--- config.mk ---
export PLATFORM = sky130hd
export DESIGN_NAME = bram_arbiter_flat
export DESIGN_NICKNAME = d
export VERILOG_FILES = /design/src/rtl/bram_arbiter_if.sv /design/src/rtl/bram_arbiter.sv /design/src/flat_wrapper.sv
export SDC_FILE = /design/constraint.sdc
export NUM_CORES = 1
export LEC_CHECK = 0
export BUFFER_PORTS_ARGS = -buffer_cell sky130_fd_sc_hd__buf_2
export CAP_MARGIN = 20
export CORE_MARGIN = 2
export CORE_UTILIZATION = 38
export CTS_BUF_LIST = sky130_fd_sc_hd__clkbuf_8 sky130_fd_sc_hd__clkbuf_16
export DETAILED_ROUTE_END_ITERATION = 7
export PLACE_DENSITY = 0.85
export SLEW_MARGIN = 10
export SYNTH_ARGS = -nofsm -noshare
export SYNTH_HDL_FRONTEND = slang
export SYNTH_SLANG_ARGS = --single-unit
export TNS_END_PERCENT = 30
--- constraint.sdc ---
create_clock -name clock -period 1.5 [get_ports clock]
set_clock_uncertainty 0.2 [all_clocks]
set_input_delay 0.15 -clock clock [delete_from_list [all_inputs] [get_ports clock]]
set_output_delay 0.15 -clock clock [all_outputs]
set_load 0.05 [all_outputs]
--- src/rtl/bram_arbiter_if.sv ---
// Requester and RAM-side signal bundle for the two-port BRAM arbiter.
interface bram_arbiter_if #(
    parameter int RAM_WIDTH     = 16,
    parameter int RAM_ADDR_BITS = 9
);
    logic                     req0_valid;
    logic                     req0_ready;
    logic                     req0_write;
    logic [RAM_ADDR_BITS-1:0] req0_addr;
    logic [RAM_WIDTH-1:0]     req0_wdata;
    logic                     rsp0_valid;
    logic [RAM_WIDTH-1:0]     rsp0_data;

    logic                     req1_valid;
    logic                     req1_ready;
    logic                     req1_write;
    logic [RAM_ADDR_BITS-1:0] req1_addr;
    logic [RAM_WIDTH-1:0]     req1_wdata;
    logic                     rsp1_valid;
    logic [RAM_WIDTH-1:0]     rsp1_data;

    logic                     ram_enable;
    logic                     ram_write_enable;
    logic [RAM_ADDR_BITS-1:0] ram_address;
    logic [RAM_WIDTH-1:0]     ram_input_data;
    logic [RAM_WIDTH-1:0]     ram_output_data;

    modport slave (
        input  req0_valid, req0_write, req0_addr, req0_wdata,
        output req0_ready, rsp0_valid, rsp0_data,
        input  req1_valid, req1_write, req1_addr, req1_wdata,
        output req1_ready, rsp1_valid, rsp1_data,
        output ram_enable, ram_write_enable, ram_address, ram_input_data,
        input  ram_output_data
    );

    modport master (
        output req0_valid, req0_write, req0_addr, req0_wdata,
        input  req0_ready, rsp0_valid, rsp0_data,
        output req1_valid, req1_write, req1_addr, req1_wdata,
        input  req1_ready, rsp1_valid, rsp1_data,
        input  ram_enable, ram_write_enable, ram_address, ram_input_data,
        output ram_output_data
    );
endinterface

--- src/rtl/bram_arbiter.sv ---
// Round-robin arbiter sequencing fetch and load/store accesses
// onto one single-port synchronous BRAM.
module bram_arbiter #(
    parameter int RAM_WIDTH     = 16,
    parameter int RAM_ADDR_BITS = 9
) (
    input logic           clock,
    input logic           reset,
    bram_arbiter_if.slave bus
);
    typedef enum logic [1:0] {
        IDLE    = 2'd0,
        ACCESS  = 2'd1,
        RESPOND = 2'd2
    } state_t;

    state_t state, state_n;

    logic                     last_grant;
    logic                     lat_id;
    logic                     lat_write;
    logic [RAM_ADDR_BITS-1:0] lat_addr;
    logic [RAM_WIDTH-1:0]     lat_wdata;

    logic can_accept;
    logic gnt0, gnt1;
    logic hs0, hs1, hs;

    // On a tie the requester not served last wins.
    always_comb begin
        gnt0 = bus.req0_valid && (!bus.req1_valid || last_grant);
        gnt1 = bus.req1_valid && (!bus.req0_valid || !last_grant);
    end

    assign can_accept     = !reset && (state != ACCESS);
    assign bus.req0_ready = can_accept && gnt0;
    assign bus.req1_ready = can_accept && gnt1;

    assign hs0 = bus.req0_valid && bus.req0_ready;
    assign hs1 = bus.req1_valid && bus.req1_ready;
    assign hs  = hs0 || hs1;

    always_ff @(posedge clock) begin
        if (reset) begin
            state      <= IDLE;
            last_grant <= 1'b1;
            lat_id     <= 1'b0;
            lat_write  <= 1'b0;
            lat_addr   <= '0;
            lat_wdata  <= '0;
        end else begin
            state <= state_n;
            if (hs) begin
                last_grant <= hs1;
                lat_id     <= hs1;
                lat_write  <= hs1 ? bus.req1_write : bus.req0_write;
                lat_addr   <= hs1 ? bus.req1_addr  : bus.req0_addr;
                lat_wdata  <= hs1 ? bus.req1_wdata : bus.req0_wdata;
            end
        end
    end

    always_comb begin
        state_n              = state;
        bus.ram_enable       = 1'b0;
        bus.ram_write_enable = 1'b0;
        bus.rsp0_valid       = 1'b0;
        bus.rsp1_valid       = 1'b0;
        unique case (state)
            IDLE: begin
                state_n = hs ? ACCESS : IDLE;
            end
            ACCESS: begin
                bus.ram_enable       = 1'b1;
                bus.ram_write_enable = lat_write;
                state_n              = RESPOND;
            end
            RESPOND: begin
                bus.rsp0_valid = !lat_id;
                bus.rsp1_valid = lat_id;
                state_n        = hs ? ACCESS : IDLE;
            end
            default: begin
                state_n = IDLE;
            end
        endcase
    end

    // Latched request only changes on a handshake, so the pins hold between accesses.
    assign bus.ram_address    = lat_addr;
    assign bus.ram_input_data = lat_wdata;
    assign bus.rsp0_data      = bus.ram_output_data;
    assign bus.rsp1_data      = bus.ram_output_data;
endmodule

--- src/flat_wrapper.sv ---
// flat-port wrapper written by rule: the top's interface ports become plain ports
module bram_arbiter_flat 
#(
    parameter int RAM_WIDTH     = 16,
    parameter int RAM_ADDR_BITS = 9
)
  (clock, reset, bus_req0_valid, bus_req0_write, bus_req0_addr, bus_req0_wdata, bus_req0_ready, bus_rsp0_valid, bus_rsp0_data, bus_req1_valid, bus_req1_write, bus_req1_addr, bus_req1_wdata, bus_req1_ready, bus_rsp1_valid, bus_rsp1_data, bus_ram_enable, bus_ram_write_enable, bus_ram_address, bus_ram_input_data, bus_ram_output_data);
  bram_arbiter_if #(.RAM_WIDTH(RAM_WIDTH), .RAM_ADDR_BITS(RAM_ADDR_BITS)) bus_i ();
  input logic clock;
  input logic reset;
  input wire logic [$bits(bus_i.req0_valid)-1:0] bus_req0_valid;
  input wire logic [$bits(bus_i.req0_write)-1:0] bus_req0_write;
  input wire logic [$bits(bus_i.req0_addr)-1:0] bus_req0_addr;
  input wire logic [$bits(bus_i.req0_wdata)-1:0] bus_req0_wdata;
  output wire logic [$bits(bus_i.req0_ready)-1:0] bus_req0_ready;
  output wire logic [$bits(bus_i.rsp0_valid)-1:0] bus_rsp0_valid;
  output wire logic [$bits(bus_i.rsp0_data)-1:0] bus_rsp0_data;
  input wire logic [$bits(bus_i.req1_valid)-1:0] bus_req1_valid;
  input wire logic [$bits(bus_i.req1_write)-1:0] bus_req1_write;
  input wire logic [$bits(bus_i.req1_addr)-1:0] bus_req1_addr;
  input wire logic [$bits(bus_i.req1_wdata)-1:0] bus_req1_wdata;
  output wire logic [$bits(bus_i.req1_ready)-1:0] bus_req1_ready;
  output wire logic [$bits(bus_i.rsp1_valid)-1:0] bus_rsp1_valid;
  output wire logic [$bits(bus_i.rsp1_data)-1:0] bus_rsp1_data;
  output wire logic [$bits(bus_i.ram_enable)-1:0] bus_ram_enable;
  output wire logic [$bits(bus_i.ram_write_enable)-1:0] bus_ram_write_enable;
  output wire logic [$bits(bus_i.ram_address)-1:0] bus_ram_address;
  output wire logic [$bits(bus_i.ram_input_data)-1:0] bus_ram_input_data;
  input wire logic [$bits(bus_i.ram_output_data)-1:0] bus_ram_output_data;
  assign bus_i.req0_valid = bus_req0_valid;
  assign bus_i.req0_write = bus_req0_write;
  assign bus_i.req0_addr = bus_req0_addr;
  assign bus_i.req0_wdata = bus_req0_wdata;
  assign bus_req0_ready = bus_i.req0_ready;
  assign bus_rsp0_valid = bus_i.rsp0_valid;
  assign bus_rsp0_data = bus_i.rsp0_data;
  assign bus_i.req1_valid = bus_req1_valid;
  assign bus_i.req1_write = bus_req1_write;
  assign bus_i.req1_addr = bus_req1_addr;
  assign bus_i.req1_wdata = bus_req1_wdata;
  assign bus_req1_ready = bus_i.req1_ready;
  assign bus_rsp1_valid = bus_i.rsp1_valid;
  assign bus_rsp1_data = bus_i.rsp1_data;
  assign bus_ram_enable = bus_i.ram_enable;
  assign bus_ram_write_enable = bus_i.ram_write_enable;
  assign bus_ram_address = bus_i.ram_address;
  assign bus_ram_input_data = bus_i.ram_input_data;
  assign bus_i.ram_output_data = bus_ram_output_data;
  bram_arbiter #(.RAM_WIDTH(RAM_WIDTH), .RAM_ADDR_BITS(RAM_ADDR_BITS)) u_core (.clock(clock), .reset(reset), .bus(bus_i));
endmodule
==> results.md, run 1 <==
* Number of flops mapped to enable cells by yosys at 0
* Detail-routed net length per standard cell at around 19 um
* Via count of the first global-routing pass at roughly 2400
* Relative contribution of sequential cells to total power at 0.346
* Leakage at between 1 and 1.5 nW
* Most used routing layer in global routing: met2
* Most common flop cell mapped by yosys: sky130_fd_sc_hd__dfxtp_1
* Cell-internal power at 1.638 mW
* Category of the worst setup path capture point: output port
* Critical path data required time at around 1.2 ns
* Width of the chip at around 77 um
* Final count of negative-setup-slack endpoints at 22
* FF/Latch Area at 604.3 um^2
* Fill cells at approximately 400
* Remaining antenna violation count at 0
* Switching Fraction at 0.3783
* Worst reg2reg setup slack at -0.08 ns
* Io pins at roughly 140
* Largest cells by area after synthesis: sky130_fd_sc_hd__dfxtp_1, sky130_fd_sc_hd__a311oi_2, sky130_fd_sc_hd__buf_4
* Power after layout at 2.635 mW
* Post-Synthesis Mean Instance Area at around 9.2 um^2
* Share of the clock period used by the worst path after layout at 1.083
* Vias at roughly 2400
* Detailed-route DRC error count at 0
* Max frequency at 615.5 MHz
* Commonest cells in the synthesized netlist: sky130_fd_sc_hd__buf_4, sky130_fd_sc_hd__dfxtp_1, sky130_fd_sc_hd__a31oi_1, sky130_fd_sc_hd__nand4_1, sky130_fd_sc_hd__o31ai_1
* Via count normalized by instance count at around 6
* Worst EP arrival at between 1 and 1.5 ns
* Share of cells above drive strength 1 at 0.5511
* IR Drop Worst-Case VDD at 0.3837 mV
* Starting density of the core at 0.3934
* Clk Tree Root Cell: sky130_fd_sc_hd__clkbuf_8
* Number of instances in the synthesized netlist at 219
* Sort of element at the start of the critical path: flop
* Signed area change from the synthesized netlist to the final layout at 64.45%
* Num CTS Buffers at 5
* Normalized max-slew margin at 0.7986
* GRT Resource Usage Total at 0.2409
* Terminus of the critical flop-to-flop path: u_core.bus.ram_input_data[6]$_SDFFE_PP0P_
* Met1 usage in global routing at 0.2702
* HPWL reported at the end of detailed placement at 4.075 mm
* Violations in the final reports: negative hold slack, negative setup slack
* Synth Cell Area at around 2000 um^2
* Number of placement rows at 26
* Placed cells at 330
* Type of the tightest min-delay check: input pin to flop
* Worst slew pin tran at 0.3021 ns
* Pin count of the biggest net entering global routing at 32
* Clock tree buffer depth at 2
* H-tree levels at 2
* Net count after synthesis at a little under 300
* Part of the power in combinational logic at 0.428
* Sum of routed wire length over all layers at between 7 and 8 mm
* Number of antenna violations at the first check in global routing at 0
* Final global-route overflow total at 0
* Final-layout worst hold slack at -0.005711 ns
* Fin nets at between 300 and 400
* Setup repair after global routing missed its margin: true
* Share of flip-flops with an asynchronous set or reset after synthesis at 0
* Num Clock Sinks at 30
* GR Layer Usage met2 at 0.4175
* Area of combinational cells with multiple inputs at approximately 1200 um^2
* Minimum period implied by the final worst setup slack at 1.625 ns
* Run status: finished, violations left
* Clock latency on the worst-skew pair at approximately 0.27 ns
* Diodes inserted at 0
* Most area-hungry cell type in the Yosys netlist: sky130_fd_sc_hd__dfxtp_1
* R2r startpoint: u_core.state[1]$_SDFF_PP0_
* # port buffers at 86
* Post-route non-filler standard cell count at slightly below 400
* Iteration-0 DRC Markers at 213
* Area enclosed by the die boundary at 5886 um^2
* Net Switching at 997.0 uW
* Total number of yosys warnings at 0
* TritonCTS clock tree: yes
* Hold Path Stages at 3
* Setup slack of the critical path after layout at -0.1248 ns
* Portion of total power attributed to the clock network at 0.226
* Share of synthesized area occupied by flip-flops and latches at 0.2989
* Synthesis-stage register bit count at 30
* Dominant cell by count in the synthesized netlist: sky130_fd_sc_hd__buf_4
* Fraction of post-synthesis cell area in the top cell type by area at 0.2989
* Count of maximum capacitance violations at 0
* Global-route wire length before repair at 11.43 mm
* Met3 track demand over resource in global routing at 0.04824
* Die height at ~77 um
* Path type of the worst setup path: flop to output port
* Placeable core region at between 5000 and 6000 um^2
* Critical path fanouts, max at 5
* Post-CTS clock slew at the launch and capture registers of the worst setup and hold paths at 0.06 ns
* Max Transition Viols Final at 0
* First-pass detailed-route iteration total at 4
* Cell Pwr Density at between 700 and 800 nW/um^2
* Worst R2R Path Depth at 6
* Endpoint, Worst Hold: u_core.bus.ram_input_data[6]$_SDFFE_PP0P_
* Placer's final routability congestion estimate at 0.8141
* Hold path start: bus_req1_wdata[6]
* Final hold viol count at 1
* Count of unique library cells instantiated by Yosys at 27
worst max-delay path, stage by stage, from the launching register on:
cell and delay [ns]:
sky130_fd_sc_hd__dfxtp_2 0.33, sky130_fd_sc_hd__nand2b_4 0.14, sky130_fd_sc_hd__inv_4 0.05, sky130_fd_sc_hd__buf_12 0.13, sky130_fd_sc_hd__nor3_4 0.17, sky130_fd_sc_hd__buf_6 0.18
through the flow:
step                cell area [um^2]  setup slack, ns  hold WS, ns    util  setup TNS (ns)
global route                    3304          -0.1689      0.01024  0.6470          -2.106
detailed placement              2382         -0.02747       0.1005  0.4664        -0.07405
global placement                2382          0.03957       0.1005  0.4664               0
finish                          3304          -0.1248    -0.005711  0.6470         -0.9296
floorplan                       2066         -0.08837       0.1152       -         -0.1784
CTS                             3168          -0.1085    0.0001126  0.6203         -0.5253
power by group through the flow:
stage / clock network [mW] / registers (mW) / logic (mW)
after floorplan: 0 / 1.12 / 0.636
after global placement: 0 / 0.919 / 0.843
after detailed placement: 0 / 0.923 / 0.861
after CTS: 0.589 / 0.907 / 1.05
after global routing: 0.638 / 0.918 / 1.18
final: 0.596 / 0.912 / 1.13
cell usage in the layout, fill, tap and decap left out, types with 2 or more instances in the layout:
| cell type | count |
|---|---|
| sky130_fd_sc_hd__a311oi_1 | 3 |
| sky130_fd_sc_hd__a311oi_2 | 23 |
| sky130_fd_sc_hd__a31oi_1 | 26 |
| sky130_fd_sc_hd__buf_12 | 9 |
| sky130_fd_sc_hd__buf_2 | 81 |
| sky130_fd_sc_hd__buf_4 | 13 |
| sky130_fd_sc_hd__buf_6 | 6 |
| sky130_fd_sc_hd__clkbuf_8 | 5 |
| sky130_fd_sc_hd__dfxtp_1 | 27 |
| sky130_fd_sc_hd__dfxtp_2 | 3 |
| sky130_fd_sc_hd__dlygate4sd3_1 | 49 |
| sky130_fd_sc_hd__inv_1 | 3 |
| sky130_fd_sc_hd__nand2b_4 | 2 |
| sky130_fd_sc_hd__nand4_1 | 26 |
| sky130_fd_sc_hd__nor3_4 | 2 |
| sky130_fd_sc_hd__o21ai_1 | 2 |
| sky130_fd_sc_hd__o31ai_1 | 2 |
| sky130_fd_sc_hd__o31ai_2 | 19 |
| sky130_fd_sc_hd__o31ai_4 | 5 |
registers in the layout, indices dropped and copies added, names as in the netlist:
register,count
u_core.bus.ram_input_data,16
u_core.bus.ram_address,9
u_core.state,2
u_core.last_grant,1
u_core.lat_id,1
u_core.lat_write,1
cell type report:
cell class	count	share of cell area
Clock buffer	5	0.02083
Tap cell	70	0.02651
Sequential cell	30	0.1829
Inverter	3	0.004165
Clock inverter	2	0.002272
Multi-Input combinational cell	123	0.3756
Timing Repair Buffer	160	0.3877
cell families (layout without fill, tap and decap cells):
group | count (synthesis) | after routing | synth area share
and+or+nand+nor | 39 | 39 | 0.1214
DFF | 30 | 30 | 0.2989
buffers and inverters | 66 | 170 | 0.2042
AOI/OAI and AO/OA | 84 | 84 | 0.3755
per-layer routing:
metal | vias up | wire length [um] | part of all wire
li1 | 1053 | - | -
met1 | 1125 | 2773 | 0.37
met3 | 40 | 554 | 0.074
met5 | - | 0 | 0
met4 | 0 | 319 | 0.043
met2 | 139 | 3850 | 0.51
how the worst max path moves through the flow:
stage	start	depth (start not counted)	endpoint
CTS	u_core.state[1]$_SDFF_PP0_	5	bus_req1_ready
global placement	u_core.last_grant$_SDFFE_PP1P_	4	u_core.bus.ram_input_data[1]$_SDFFE_PP0P_
finish	u_core.state[1]$_SDFF_PP0_	5	bus_req1_ready
global route	u_core.state[1]$_SDFF_PP0_	5	bus_req1_ready
floorplan	u_core.state[1]$_SDFF_PP0_	5	bus_req0_ready
detailed placement	u_core.state[1]$_SDFF_PP0_	4	u_core.bus.ram_input_data[8]$_SDFFE_PP0P_
repair_timing:
item,in CTS,in global routing
setup endpoints to repair,12,31
gates resized for setup,37,22
endpoints found under the hold margin,26,0
setup buffers,5,1
cloned,1,0
hold buffers,49,0
pin swaps,3,7
(Power assumes the default switching activity.)
==> inputs of run 2 (changes only) <==
==> constraint.sdc (replaced) <==
create_clock -name clock -period 1.5 [get_ports clock]
set_clock_uncertainty 0.2 [all_clocks]
set_input_delay 0.075 -clock clock [delete_from_list [all_inputs] [get_ports clock]]
set_output_delay 0.075 -clock clock [all_outputs]
set_load 0.05 [all_outputs]
==> results.md, run 2 (synthesis results as in run 1) <==
* Run status: finished, violations left
* Violations in the final reports: negative setup slack
* Num CTS Buffers at 5 (unchanged)
* Area of combinational cells with multiple inputs at 1172 um^2 (-5.5%)
* Minimum period implied by the final worst setup slack at 1.555 ns (-0.07011 ns)
* Fill cells at 371 (-7.0%)
* Sum of routed wire length over all layers at 7.361 mm (-1.8%)
* Final hold viol count at 0 (-1)
* Global-route wire length before repair at 11.59 mm (+1.5%)
* GRT Resource Usage Total at 0.2424 (+0.001559)
* Share of cells above drive strength 1 at 0.4986 (-0.05252)
* Path type of the worst setup path: flop to flop
* Setup slack of the critical path after layout at -0.05470 ns (+0.07011 ns)
* Diodes inserted at 0 (unchanged)
* Remaining antenna violation count at 0 (unchanged)
* Cell Pwr Density at 826.5 nW/um^2 (+3.6%)
* Share of the clock period used by the worst path after layout at 1.036 (-0.04674)
* Via count of the first global-routing pass at 2462 (+2.3%)
* Worst EP arrival at 1.51 ns (+0.24 ns)
* HPWL reported at the end of detailed placement at 3.981 mm (-2.3%)
* # port buffers at 86 (unchanged)
* Clock latency on the worst-skew pair at 0.28 ns (about the same)
* Placeable core region at 5107 um^2 (unchanged)
* Number of antenna violations at the first check in global routing at 0 (unchanged)
* Sort of element at the start of the critical path: flop
* Most used cells in the layout excluding fill and tap cells: sky130_fd_sc_hd__buf_2, sky130_fd_sc_hd__dlygate4sd3_1, sky130_fd_sc_hd__dfxtp_1
* Post-CTS clock slew at the launch and capture registers of the worst setup and hold paths at 0.07 ns (about the same)
* IR Drop Worst-Case VDD at 0.4437 mV (+16%)
* Final global-route overflow total at 0 (unchanged)
* Vias at 2398 (+1.7%)
* Leakage at 1.542 nW (+18%)
* Count of maximum capacitance violations at 0 (unchanged)
* Worst slew pin tran at 0.9906 ns (+0.6885 ns)
* Number of placement rows at 26 (unchanged)
* Max Transition Viols Final at 0 (unchanged)
* Post-Place Worst Slack at -0.01631 ns (+0.01116 ns)
* Clock tree buffer depth at 2 (unchanged)
* Max FFs per register at 16 (unchanged)
* Clk Tree Root Cell: sky130_fd_sc_hd__clkbuf_8
* Die height at 76.72 um (unchanged)
* Detailed-route DRC error count at 0 (unchanged)
* First-pass detailed-route iteration total at 4 (unchanged)
* Max frequency at 643.2 MHz (+4.5%)
* Pin count of the biggest net entering global routing at 46 (+44%)
* Fin nets at 420 (+6.3%)
* Type of the tightest min-delay check: input pin to flop
* Placer's final routability congestion estimate at 0.7458 (-8.4%)
* Critical path data required time at 1.45 ns (+0.30 ns)
* Signed area change from the synthesized netlist to the final layout at 75.59%
* Iteration-0 DRC Markers at 130 (-39%)
* Final Instance Area at 3528 um^2 (+6.8%)
* Category of the worst setup path capture point: flop
* Area enclosed by the die boundary at 5886 um^2 (unchanged)
* Critical path fanouts, max at 10 (+5)
* Most common cell after layout, fill and taps aside: sky130_fd_sc_hd__buf_2
* Starting density of the core at 0.3934 (unchanged)
* Detail-routed net length per standard cell at 17.57 um (-7.9%)
* Setup repair after global routing missed its margin: true
* H-tree levels at 2 (unchanged)
* Width of the chip at 76.72 um (unchanged)
* Io pins at 135 (unchanged)
* Via count normalized by instance count at 5.723 (-4.6%)
* FF/Latch Area at 604.3 um^2 (unchanged)
* TritonCTS clock tree: yes
* Normalized max-slew margin at 0.3425 (-0.4562)
* Instance area at placement at 2362 um^2 (-0.84%)
* Final count of negative-setup-slack endpoints at 10 (-55%)
* Num Clock Sinks at 30 (unchanged)
## run 2: cell types whose count changed in the layout (fill, tap and decap cells not counted), sizes merged
| cell | delta |
|---|---|
| buf | +4 |
| clkbuf | +1 |
| clkinv | +1 |
| dlygate4sd3 | +4 |
| dlymetal6s4s | +17 |
| inv | -1 |
## run 2: repair_timing
action / 4_1_cts / 5_1_grt
endpoints found under the hold margin: 59 / 0
hold buffers: 70 / 0
endpoints found under the setup margin: 8 / 62
setup buffers: 5 / 5
pin swaps: 3 / 3
gates resized for setup: 28 / 29
cloned: 1 / 1
## run 2: path summary, 6_finish.rpt
kind	slack, ns	cells after the start	to	startpoint
max	-0.05	5	u_core.bus.ram_input_data[14]$_SDFFE_PP0P_	u_core.state[1]$_SDFF_PP0_
min	0.08	3	u_core.state[1]$_SDFF_PP0_	reset
max reg2reg	-0.05	5	u_core.bus.ram_input_data[14]$_SDFFE_PP0P_	u_core.state[1]$_SDFF_PP0_
min reg2reg	0.28	1	u_core.state[0]$_SDFF_PP0_	u_core.state[0]$_SDFF_PP0_
## run 2: critical path, cell delays in order, from the launching register on
cell	delay, ns
sky130_fd_sc_hd__dfxtp_2	0.32
sky130_fd_sc_hd__nand2b_4	0.14
sky130_fd_sc_hd__inv_4	0.05
sky130_fd_sc_hd__bufbuf_16	0.27
sky130_fd_sc_hd__o31ai_1	0.29
sky130_fd_sc_hd__a311oi_1	0.15
## run 2: routing by layer
metal | track usage | vias up | wire length [um]
li1 | - | 1105 | -
met1 | 0.2485 | 1137 | 2742
met2 | 0.4772 | 137 | 4014
met3 | 0.04000 | 19 | 405
met4 | 0.1018 | 0 | 198
met5 | 0 | - | 0
## run 2: where the power goes
| part | leakage (nW) | switching, mW | internal (mW) |
|---|---|---|---|
| Sequential | 0.248 | 0.0433 | 0.869 |
| Combinational | 1.24 | 0.822 | 0.504 |
| Clock | 0.0524 | 0.316 | 0.363 |
| Total | 1.54 | 1.18 | 1.74 |
## run 2: per-stage QoR
stage	hold slack (ns)	power (mW)	util	setup TNS (ns)	std cells
floorplan	0.04021	1.752	-	-0.1848	219
global placement	-0.04947	1.758	0.4625	0	329
detailed placement	-0.04947	1.775	0.4625	-0.02881	329
CTS	0.04437	2.838	0.6561	-1.295	413
global route	0.08457	3.035	0.6908	-1.673	419
finish	0.08114	2.916	0.6908	-0.3103	419
## run 2: final cells by class
type                    instances  area share
repair buffers                185      0.4418
multi-input cells             123      0.3323
flip-flops and latches         30      0.1713
well taps                      70     0.02482
clock buffers                   6     0.02340
inverters                       3    0.003901
clock inverters                 2    0.002482
